## src/rtl/alu_seq.sv

```systemverilog
// alu_seq: sequencer driving an external combinational ALU through a one-cycle
// EXEC state and an optional N-cycle shift-add MUL state.
// Ports: clk, rst_n (sync, active-low); cmd_valid/cmd_ready/cmd_op/cmd_data
// command handshake; alu_a/alu_b/alu_cin/alu_cs to the ALU, alu_s/alu_zero/
// alu_cout from it; acc/acc_hi/flag_z/flag_c architectural state; done/err
// one-cycle completion pulses; busy = !cmd_ready.
// Build option: define ALU_SEQ_MUL_EN to include MUL (opcode 8) and acc_hi;
// without it opcode 8 is illegal and acc_hi reads 0.
module alu_seq #(
  parameter int N    = 8,
  parameter int AC_N = 3
) (
  input  logic            clk,
  input  logic            rst_n,
  input  logic            cmd_valid,
  output logic            cmd_ready,
  input  logic [3:0]      cmd_op,
  input  logic [N-1:0]    cmd_data,
  output logic [N-1:0]    alu_a,
  output logic [N-1:0]    alu_b,
  output logic            alu_cin,
  output logic [AC_N-1:0] alu_cs,
  input  logic [N-1:0]    alu_s,
  input  logic            alu_zero,
  input  logic            alu_cout,
  output logic [N-1:0]    acc,
  output logic [N-1:0]    acc_hi,
  output logic            flag_z,
  output logic            flag_c,
  output logic            done,
  output logic            err,
  output logic            busy
);
  localparam logic [AC_N-1:0] AC_AD = AC_N'(0);
  localparam logic [AC_N-1:0] AC_SB = AC_N'(1);
  localparam logic [AC_N-1:0] AC_AN = AC_N'(2);
  localparam logic [AC_N-1:0] AC_OR = AC_N'(3);
  localparam logic [AC_N-1:0] AC_LS = AC_N'(4);
  localparam logic [3:0] OP_LD  = 4'd0;
  localparam logic [3:0] OP_ADC = 4'd2;
  localparam logic [3:0] OP_SUB = 4'd3;
  localparam logic [3:0] OP_SBC = 4'd4;
  localparam logic [3:0] OP_AND = 4'd5;
  localparam logic [3:0] OP_OR  = 4'd6;
  localparam logic [3:0] OP_LT  = 4'd7;
  typedef enum logic [1:0] {
    IDLE,
`ifdef ALU_SEQ_MUL_EN
    MUL,
`endif
    EXEC
  } state_t;
  state_t state_q, state_d;
  logic [3:0]   op_q, op_d;
  logic [N-1:0] opd_q, opd_d, acc_q, acc_d;
  logic         fz_q, fz_d, fc_q, fc_d, done_q, done_d, err_q, err_d;
`ifdef ALU_SEQ_MUL_EN
  localparam logic [3:0] OP_MUL = 4'd8;
  localparam int CW = (N > 1) ? $clog2(N) : 1;
  logic [N-1:0]  hi_q, hi_d, lo_q, lo_d, mul_h;
  logic [CW-1:0] cnt_q, cnt_d;
  logic          mul_c;
  assign acc_hi = hi_q;
`else
  assign acc_hi = '0;
`endif
  assign cmd_ready = (state_q == IDLE);
  assign busy      = !cmd_ready;
  assign acc       = acc_q;
  assign flag_z    = fz_q;
  assign flag_c    = fc_q;
  assign done      = done_q;
  assign err       = err_q;
  always_comb begin
    state_d = state_q;
    op_d    = op_q;
    opd_d   = opd_q;
    acc_d   = acc_q;
    fz_d    = fz_q;
    fc_d    = fc_q;
    done_d  = 1'b0;
    err_d   = 1'b0;
    alu_a   = '0;
    alu_b   = '0;
    alu_cin = 1'b0;
    alu_cs  = AC_AD;
`ifdef ALU_SEQ_MUL_EN
    hi_d    = hi_q;
    lo_d    = lo_q;
    cnt_d   = cnt_q;
    mul_c   = 1'b0;
    mul_h   = hi_q;
`endif
    case (state_q)
      IDLE: if (cmd_valid) begin
        op_d    = cmd_op;
        opd_d   = cmd_data;
        state_d = EXEC;
`ifdef ALU_SEQ_MUL_EN
        if (cmd_op == OP_MUL) begin
          state_d = MUL;
          hi_d    = '0;
          lo_d    = acc_q;
          cnt_d   = '0;
        end
`endif
      end
      EXEC: begin
        alu_a   = acc_q;
        alu_b   = opd_q;
        alu_cs  = (op_q == OP_SUB || op_q == OP_SBC) ? AC_SB :
                  (op_q == OP_AND) ? AC_AN :
                  (op_q == OP_OR)  ? AC_OR :
                  (op_q == OP_LT)  ? AC_LS : AC_AD;
        alu_cin = (op_q == OP_ADC || op_q == OP_SBC) && fc_q;
        state_d = IDLE;
        done_d  = 1'b1;
        if (op_q == OP_LD) begin
          acc_d = opd_q;
          fz_d  = (opd_q == '0);
        end else if (op_q <= OP_LT) begin
          acc_d = alu_s;
          fz_d  = alu_zero;
          // only the add/subtract family produces a carry/borrow
          fc_d  = (op_q <= OP_SBC) && alu_cout;
        end else begin
          err_d = 1'b1;
        end
      end
`ifdef ALU_SEQ_MUL_EN
      MUL: begin
        alu_a = hi_q;
        alu_b = opd_q;
        {mul_c, mul_h} = lo_q[0] ? {alu_cout, alu_s} : {1'b0, hi_q};
        {hi_d, lo_d}   = {mul_c, mul_h, lo_q[N-1:1]};
        cnt_d = cnt_q + 1'b1;
        if (cnt_q == CW'(N - 1)) begin
          state_d = IDLE;
          done_d  = 1'b1;
          acc_d   = lo_d;
          fc_d    = |hi_d;
          fz_d    = (lo_d == '0);
          cnt_d   = '0;
        end
      end
`endif
      default: state_d = IDLE;
    endcase
  end
  always_ff @(posedge clk) begin
    if (!rst_n) begin
      state_q <= IDLE;
      op_q    <= '0;
      opd_q   <= '0;
      acc_q   <= '0;
      fz_q    <= 1'b1;
      fc_q    <= 1'b0;
      done_q  <= 1'b0;
      err_q   <= 1'b0;
`ifdef ALU_SEQ_MUL_EN
      hi_q    <= '0;
      lo_q    <= '0;
      cnt_q   <= '0;
`endif
    end else begin
      state_q <= state_d;
      op_q    <= op_d;
      opd_q   <= opd_d;
      acc_q   <= acc_d;
      fz_q    <= fz_d;
      fc_q    <= fc_d;
      done_q  <= done_d;
      err_q   <= err_d;
`ifdef ALU_SEQ_MUL_EN
      hi_q    <= hi_d;
      lo_q    <= lo_d;
      cnt_q   <= cnt_d;
`endif
    end
  end
endmodule

```

## config.mk

```make
export PLATFORM = sky130hd
export DESIGN_NAME = alu_seq
export DESIGN_NICKNAME = d
export VERILOG_FILES = /design/src/rtl/alu_seq.sv
export SDC_FILE = /design/constraint.sdc
export NUM_CORES = 1
export LEC_CHECK = 0
export ABC_CLOCK_PERIOD_IN_PS = 2300
export CELL_PAD_IN_SITES_DETAIL_PLACEMENT = 1
export CELL_PAD_IN_SITES_GLOBAL_PLACEMENT = 1
export CORE_AREA = 2 2 82 61
export DETAILED_ROUTE_END_ITERATION = 10
export DIE_AREA = 0 0 84 63
export GPL_TIMING_DRIVEN = 0
export PLACE_DENSITY = 0.91
export SYNTH_ARGS = -nofsm -noshare
export SYNTH_HDL_FRONTEND = slang
export SYNTH_SLANG_ARGS = --single-unit
```

## constraint.sdc

```tcl
create_clock -name clk -period 2.3 [get_ports clk]
set_input_delay 0.46 -clock clk [delete_from_list [all_inputs] [get_ports clk]]
set_output_delay 0.46 -clock clk [all_outputs]
set_load 0.02 [all_outputs]
```

Yosys cells after proc, flatten, opt, wreduce, memory -nomap -nowiden. Cells that the tools add are included.

Output and inout bits: 42. Register bits after elaboration: 25. Logic and storage cells: 47. Input port bits: 25.

Multiplexer cells: 14. Eq/ne operators: 6. Reduce and logical (&&, ||, !) cells: 14. Bitwise gates (word level): 3. Order comparisons: 2.

Operator list (count): $mux W8 (4); $eq A4 B3 Y1 const B (4); $mux W3 (5); $eq A4 B2 Y1 const B (2); $le A4 B3 Y1 const B (2); $logic_not A8 Y1 (1); $reduce_and A2 Y1 (3); $mux W1 (5); $logic_not A4 Y1 (1); $not A1 Y1 (3); $reduce_and A3 Y1 (1); $reduce_or A3 Y1 (1); $logic_and A1 B1 Y1 (2); $logic_not A2 Y1 (1); $logic_or A1 B1 Y1 (2); $reduce_bool A2 Y1 (1); $logic_not A1 Y1 (1).

Logic depth before layout (Yosys ltp). Gate-level depths: netlist of the first run.

Depth after elaboration: 6. Mapped depth: 5. Gate-level depth less buffers: 3.

Least setup slack after synthesis of the first run. Ideal clock, no wire load.

Path kind: reg-to-output. Start: reg state_q[0]. End: out alu_cin. Stages on the path, launching flop included: 3. Data required time: 1840 ps. Setup slack: 480 ps. Arrival: 1360 ps. Path buffers: 0. Cells stage by stage: dfxtp_1 > nand2b_1 > nor4b_1.

Word-level cells in the longest chain between the ends: 1.

Ends and longest elaborated chain: start: declaration (line 53) `state_t state_q, state_d;`; start signal: assignment (line 166) `state_q <= state_d;`; $mux W1 (line 94) `case (state_q)`; end: declaration (line 21) `output logic alu_cin,`.

No other way between the ends.

Worst setup path after layout of the first run.
Start: reg state_q[0]. End: out alu_a[3].

Word-level cells in the longest chain between the ends: 1.

Ends and longest elaborated chain: $mux W8 (line 94); end: declaration (line 19) `output logic [N-1:0] alu_a,`.

No other way between the ends.

==> flow_metrics.py, run 1 <==
metrics = {
    "timing": {
        "hold_violations": 0,
        "fin_tns_setup_ps": 0,
        "setup_ws_ps": 129.6,
        "finalCritPeriodShare": 0.9436,
        "fin_skew_ps": 3.687,
        "max_freq_mhz": 460.7,
        "rsz0062_at_grt": "no",
        "setup_viol": 0,
        "min_period_ps": 2170,
        "maxSlewViolCount": 0,
    },
    "clock_tree": {
        "cts_buffer_depth": 2,
        "cts_made_buffers": 3,
        "cts-root-buf": "clkbuf_8",
        "ctsHtreeMaxLevel": 1,
        "path_clk_slew_ps": 80,
        "clock_latency_ps": 260,
        "tritoncts": "yes",
        "cts_setup_buffers": 0,
        "cts.sinks": 25,
    },
    "power": {
        "switching_share": 0.2855,
        "power.share.combinational": 0.254,
        "vdd_drop_max_mv": 0.2605,
        "powerDensity_nw_per_um2": 507.6,
        "p_leak_nw": 0.8124,
        "switching_power_w": 0.0002827,
        "clockPowerShare": 0.259,
        "pwr-share-seq": 0.486,
        "p_int_w": 0.0007075,
    },
    "outcome": {
        "outcome": "complete, no violations",
    },
    "hold_path": {
        "hold_path_class": "flop to flop",
    },
    "yosys": {
        "yosysSeqAreaShare": 0.4107,
        "synth_area_sq_um": 1219,
        "synth_area_leader_cell": "dfxtp_1",
        "synth_ff_type": "dfxtp_1",
        "yosys-top-cells-area": "dfxtp_1 41%, a21oi_1 9.4%, and2_1 8.2%",
        "synth_cells": 151,
        "netlist.area_leader.share": 0.4107,
        "synth_seq_cells": 25,
        "synth_edf_count": 0,
        "synthArstFlopShare": 0,
        "synth_cell_types": 27,
        "syn_area_per_cell_sq_um": 8.071,
        "yosysWarnings": 0,
    },
    "floorplan": {
        "start_util": 0.2681,
        "die_x_um": 84,
        "ios": 67,
        "die_y_um": 63,
        "die_area_sq_um": 5292,
        "num_rows": 21,
        "core_sq_um": 4546,
    },
    "setup_path": {
        "endpoint_kind": "output pin",
        "crit_type": "flop to output pin",
        "cp.required_ps": 1840,
        "rrSetupSlack_ps": 880,
        "path_max_fanout": 19,
        "cp.arrival_ps": 1710,
        "cp-start-kind": "flop",
    },
    "route": {
        "drt_iter0_markers": 27,
        "drcViolationCount": 0,
        "routed_wl_mm": 3.706,
        "drt_first_pass_iters": 4,
        "vias": 1223,
        "ant_nets": 0,
        "viasPerCell": 4.431,
        "avgRoutedWirePerCell_um": 13.43,
    },
    "grt": {
        "track_usage": 0.1387,
        "grt_use_met3": 0.03699,
        "antenna_found_initial": 0,
        "use_met1": 0.1724,
        "gr-total-overflow": 0,
        "grt_max_degree": 20,
        "grt_pass1_vias": 1186,
        "grt_pass1_wl_mm": 5.851,
        "gr-usage-met2": 0.2420,
        "gr-max-usage-layer": "met2",
    },
    "cells_and_area": {
        "syn2layout_area_growth_pct": 60.06,
        "fill_cells": 569,
        "multi_input_area_sq_um": 624.3,
        "n_antenna_cell": 0,
        "layout-drive-gt1-share": 0.09589,
        "fin_nets": 245,
        "regArea_sq_um": 500.5,
        "utilization": 0.4291,
    },
    "placed_design": {
        "dpl.hpwl_mm": 2.977,
        "gp_congestion": 0.7441,
        "pre_cts_ws_ps": -64.40,
        "portBuffers": 58,
    },
    "run": {
        "maxCapViolations": 0,
    },
}
registers in the layout, summed over array words and instances, names as in the netlist:
register / flops
acc: 8
opd_q: 8
op_q: 4
done: 1
err: 1
flag_c: 1
flag_z: 1
state_q: 1
power groups by stage:
stage               logic, W  registers (W)  clock network, W
detailed placement  0.000252       0.000492                 0
finish              0.000252       0.000481          0.000257
CTS                 0.000253       0.000482          0.000263
floorplan           0.000126       0.000501                 0
global route        0.000272       0.000486          0.000284
global placement    0.000246       0.000490                 0
what timing repair did:
action | CTS | global route
hold buffers | 0 | 0
gates cloned | 0 | 0
setup endpoints to repair | 12 | 17
resized for setup | 5 | 3
per-stage QoR:
stage	hold slack (ps)	instance area, sq um	total power, W	instances
finish	505.9	1951	0.0009902	276
floorplan	453.1	1245	0.0006273	158
CTS	506.8	1946	0.0009981	276
detailed placement	492.0	1897	0.0007433	273
global placement	476.1	1897	0.0007358	273
global route	534.8	1951	0.001042	276
layout by cell type, fill, tap and decap left out, types with 3 or more instances in the layout:
master / n
buf_4: 11
nand2b_1: 3
conb_1: 8
dfxtp_1: 25
o21ai_0: 8
a21oi_1: 23
clkbuf_1: 3
and2_1: 16
clkdlybuf4s50_1: 56
mux2i_1: 8
nand2_1: 25
clkbuf_8: 3
path summary, 6_finish.rpt:
check,start,endpoint,cells after the start
hold reg to reg,opd_q[5],opd_q[5],2
setup / recovery,state_q[0],alu_a[3],3
setup reg to reg,state_q[0],op_q[0],5
hold / removal,opd_q[5],opd_q[5],2
Yosys cell counts, types with 2 or more instances:
cell,count
dfxtp_1,25
o21ai_0,8
mux2i_1,8
buf_4,11
a21oi_1,23
clkbuf_1,6
inv_1,2
nor2b_1,2
and3_1,2
nand2b_1,3
nor4_1,2
buf_2,2
nor2_1,2
nor4b_1,2
nand2_1,25
and2_1,16
nand4_1,2
layer usage:
layer / up-vias / share of wire
met5: - / 0
met4: 0 / 0.010
met3: 4 / 0.049
met2: 39 / 0.49
met1: 555 / 0.45
li1: 625 / -
layout make-up:
class / instances / area share
plain buffers: 18 / 0.06094
clock buffers: 3 / 0.02117
clock inverters: 1 / 0.002566
inverters: 2 / 0.003849
multi-input cells: 112 / 0.3201
flip-flops and latches: 25 / 0.2566
well taps: 57 / 0.03656
repair buffers: 58 / 0.2983
critical path, cell delays in order, from the launching register on:
cell	delay, ps
dfxtp_1	400
clkbuf_4	270
and2_1	160
clkdlybuf4s50_1	610
logic make-up (layout without fill, tap and decap cells):
family                 after synthesis  count (layout)  share of synthesized area
AO/OA/AOI/OAI                       33              33                     0.1386
XOR/XNOR                             2               2                    0.01438
buffers and inverters               21              82                     0.1006
flip-flops                          25              25                     0.4107
multiplexers                         8               8                    0.06571
other                                1               8                   0.003077
AND/OR/NAND/NOR                     61              61                     0.2669
Note: power is estimated with default switching activity, not from simulation.
==> run 2, diff against run 1 <==
--- a/config.mk
+++ b/config.mk
@@ -9,6 +9,7 @@
 export CELL_PAD_IN_SITES_DETAIL_PLACEMENT = 1
 export CELL_PAD_IN_SITES_GLOBAL_PLACEMENT = 1
 export CORE_AREA = 2 2 82 61
+export CTS_CLUSTER_SIZE = 20
 export DETAILED_ROUTE_END_ITERATION = 10
 export DIE_AREA = 0 0 84 63
 export GPL_TIMING_DRIVEN = 0
==> constraint.sdc (replaced) <==
create_clock -name clk -period 2.3 [get_ports clk]
set_input_delay 0.46 -clock clk [delete_from_list [all_inputs] [get_ports clk]]
set_output_delay 0.46 -clock clk [all_outputs]
set_load 0.005 [all_outputs]
==> flow_metrics.py, run 2 (synthesized netlist as in run 1, its figures left out) <==
metrics = {
    "hold_path": {
        "hold_path_class": "flop to flop",
        "hold_end": "opd_q[5]",
        "hp-start": "opd_q[5]",
        "hold_depth": 2,
    },
    "placed_design": {
        "portBuffers": 58,
        "placedCellCount": 273,
        "pre_cts_ws_ps": 38.92,
        "dpl.hpwl_mm": 2.977,
        "gp_congestion": 0.7441,
        "post_dp_cell_area_sq_um": 1897,
    },
    "clock_tree": {
        "cts.sinks": 25,
        "tritoncts": "yes",
        "cts_buffer_depth": 2,
        "cts_hold_buf": 0,
        "cts-root-buf": "clkbuf_8",
        "clock_latency_ps": 260,
        "cts_made_buffers": 3,
        "ctsHtreeMaxLevel": 1,
        "path_clk_slew_ps": 80,
    },
    "cells_and_area": {
        "fin_nets": 245,
        "utilization": 0.4286,
        "stdcell_count": 276,
        "final_area_sq_um": 1948,
        "final_common_cell": "clkdlybuf4s50_1",
        "layout-drive-gt1-share": 0.1005,
        "syn2layout_area_growth_pct": 59.86,
        "fill_cells": 570,
        "n_antenna_cell": 0,
        "mostFrequentLayoutCells": "58 x clkdlybuf4s50_1, 25 x nand2_1, 24 x dfxtp_1",
    },
    "route": {
        "avgRoutedWirePerCell_um": 13.42,
        "drt_first_pass_iters": 4,
        "ant_nets": 0,
        "vias": 1223,
        "drt_iter0_markers": 26,
        "drcViolationCount": 0,
        "viasPerCell": 4.431,
        "routed_wl_mm": 3.703,
    },
    "setup_path": {
        "rrSetupSlack_ps": 840,
        "path_max_fanout": 10,
        "cp-start-kind": "flop",
        "crit_type": "flop to output pin",
        "r2r-end": "op_q[0]",
        "rr_worst_depth": 5,
        "r2r-start": "state_q[0]",
        "cp.required_ps": 1840,
        "cp.arrival_ps": 1720,
        "endpoint_kind": "output pin",
        "crit_path_start": "state_q[0]",
    },
    "grt": {
        "grt_pass1_vias": 1186,
        "grt_pass1_wl_mm": 5.851,
        "grt_max_degree": 20,
        "antenna_found_initial": 0,
        "gr-total-overflow": 0,
        "track_usage": 0.1387,
    },
    "outcome": {
        "outcome": "complete, no violations",
    },
    "floorplan": {
        "die_y_um": 63,
        "start_util": 0.2681,
        "ios": 67,
        "core_sq_um": 4546,
        "die_x_um": 84,
        "num_rows": 21,
        "die_area_sq_um": 5292,
    },
    "run": {
        "maxCapViolations": 0,
    },
    "timing": {
        "rsz0062_at_grt": "no",
        "min_period_ps": 2183,
        "setup_viol": 0,
        "setup_ws_ps": 117.4,
        "max_freq_mhz": 458.2,
        "finalCritPeriodShare": 0.9490,
        "maxSlewViolCount": 0,
        "fin_tns_setup_ps": 0,
        "hold_violations": 0,
        "fin_skew_ps": 2.909,
    },
    "power": {
        "vdd_drop_max_mv": 0.2598,
        "p_leak_nw": 0.7888,
        "powerDensity_nw_per_um2": 490.5,
    },
}
## run 2: power breakdown
group / leakage, nW / internal [W] / switching (W) / total, W
Clock: 0.0255 / 0.000121 / 0.000135 / 0.000256
Sequential: 0.206 / 0.000459 / 0.0000223 / 0.000482
Combinational: 0.558 / 0.000126 / 0.0000922 / 0.000218
## run 2: repair_timing
item,in CTS,in global routing
endpoints found under the hold margin,0,0
endpoints found under the setup margin,11,1
gates cloned,0,0
setup buffers,0,0
gates resized for setup,4,1
## run 2: critical path, stage by stage (launching register included)
cell and delay, ps:
dfxtp_2 370, nor2b_2 200, clkbuf_4 230, and3_1 170
clkdlybuf4s50_1 490
## run 2: metal layers
layer  track usage  wire length (um)  vias to the layer above
met5             0                 0                        -
li1              -                 -                      625
met2        0.2420              1816                       39
met3       0.03699               181                        4
met4       0.02823                37                        0
met1        0.1724              1668                      555
## run 2: how the worst max path moves through the flow
stage	to
after floorplan	alu_cs[1]
after global placement	alu_b[1]
after detailed placement	alu_cs[1]
after CTS	alu_cs[1]
after global routing	alu_cs[1]
final	alu_cs[1]
## run 2: final cells by class
class	count	area, sq um	share of cell area
timing repair buffer	58	580.6	0.2980
sequential	25	501.7	0.2575
clock inverter	1	5.005	0.002569
multi-input combinational	112	624.3	0.3205
inverter	2	7.507	0.003854
tap	57	71.32	0.03661
clock buffer	3	41.29	0.02119
buffer	18	116.4	0.05973
## run 2: through the flow
stage,hold WS (ps),total power [W]
after floorplan,453.1,0.0005941
after global placement,476.1,0.0007023
after detailed placement,492.0,0.0007099
after CTS,506.8,0.0009647
after global routing,534.8,0.001009
final,505.9,0.0009556
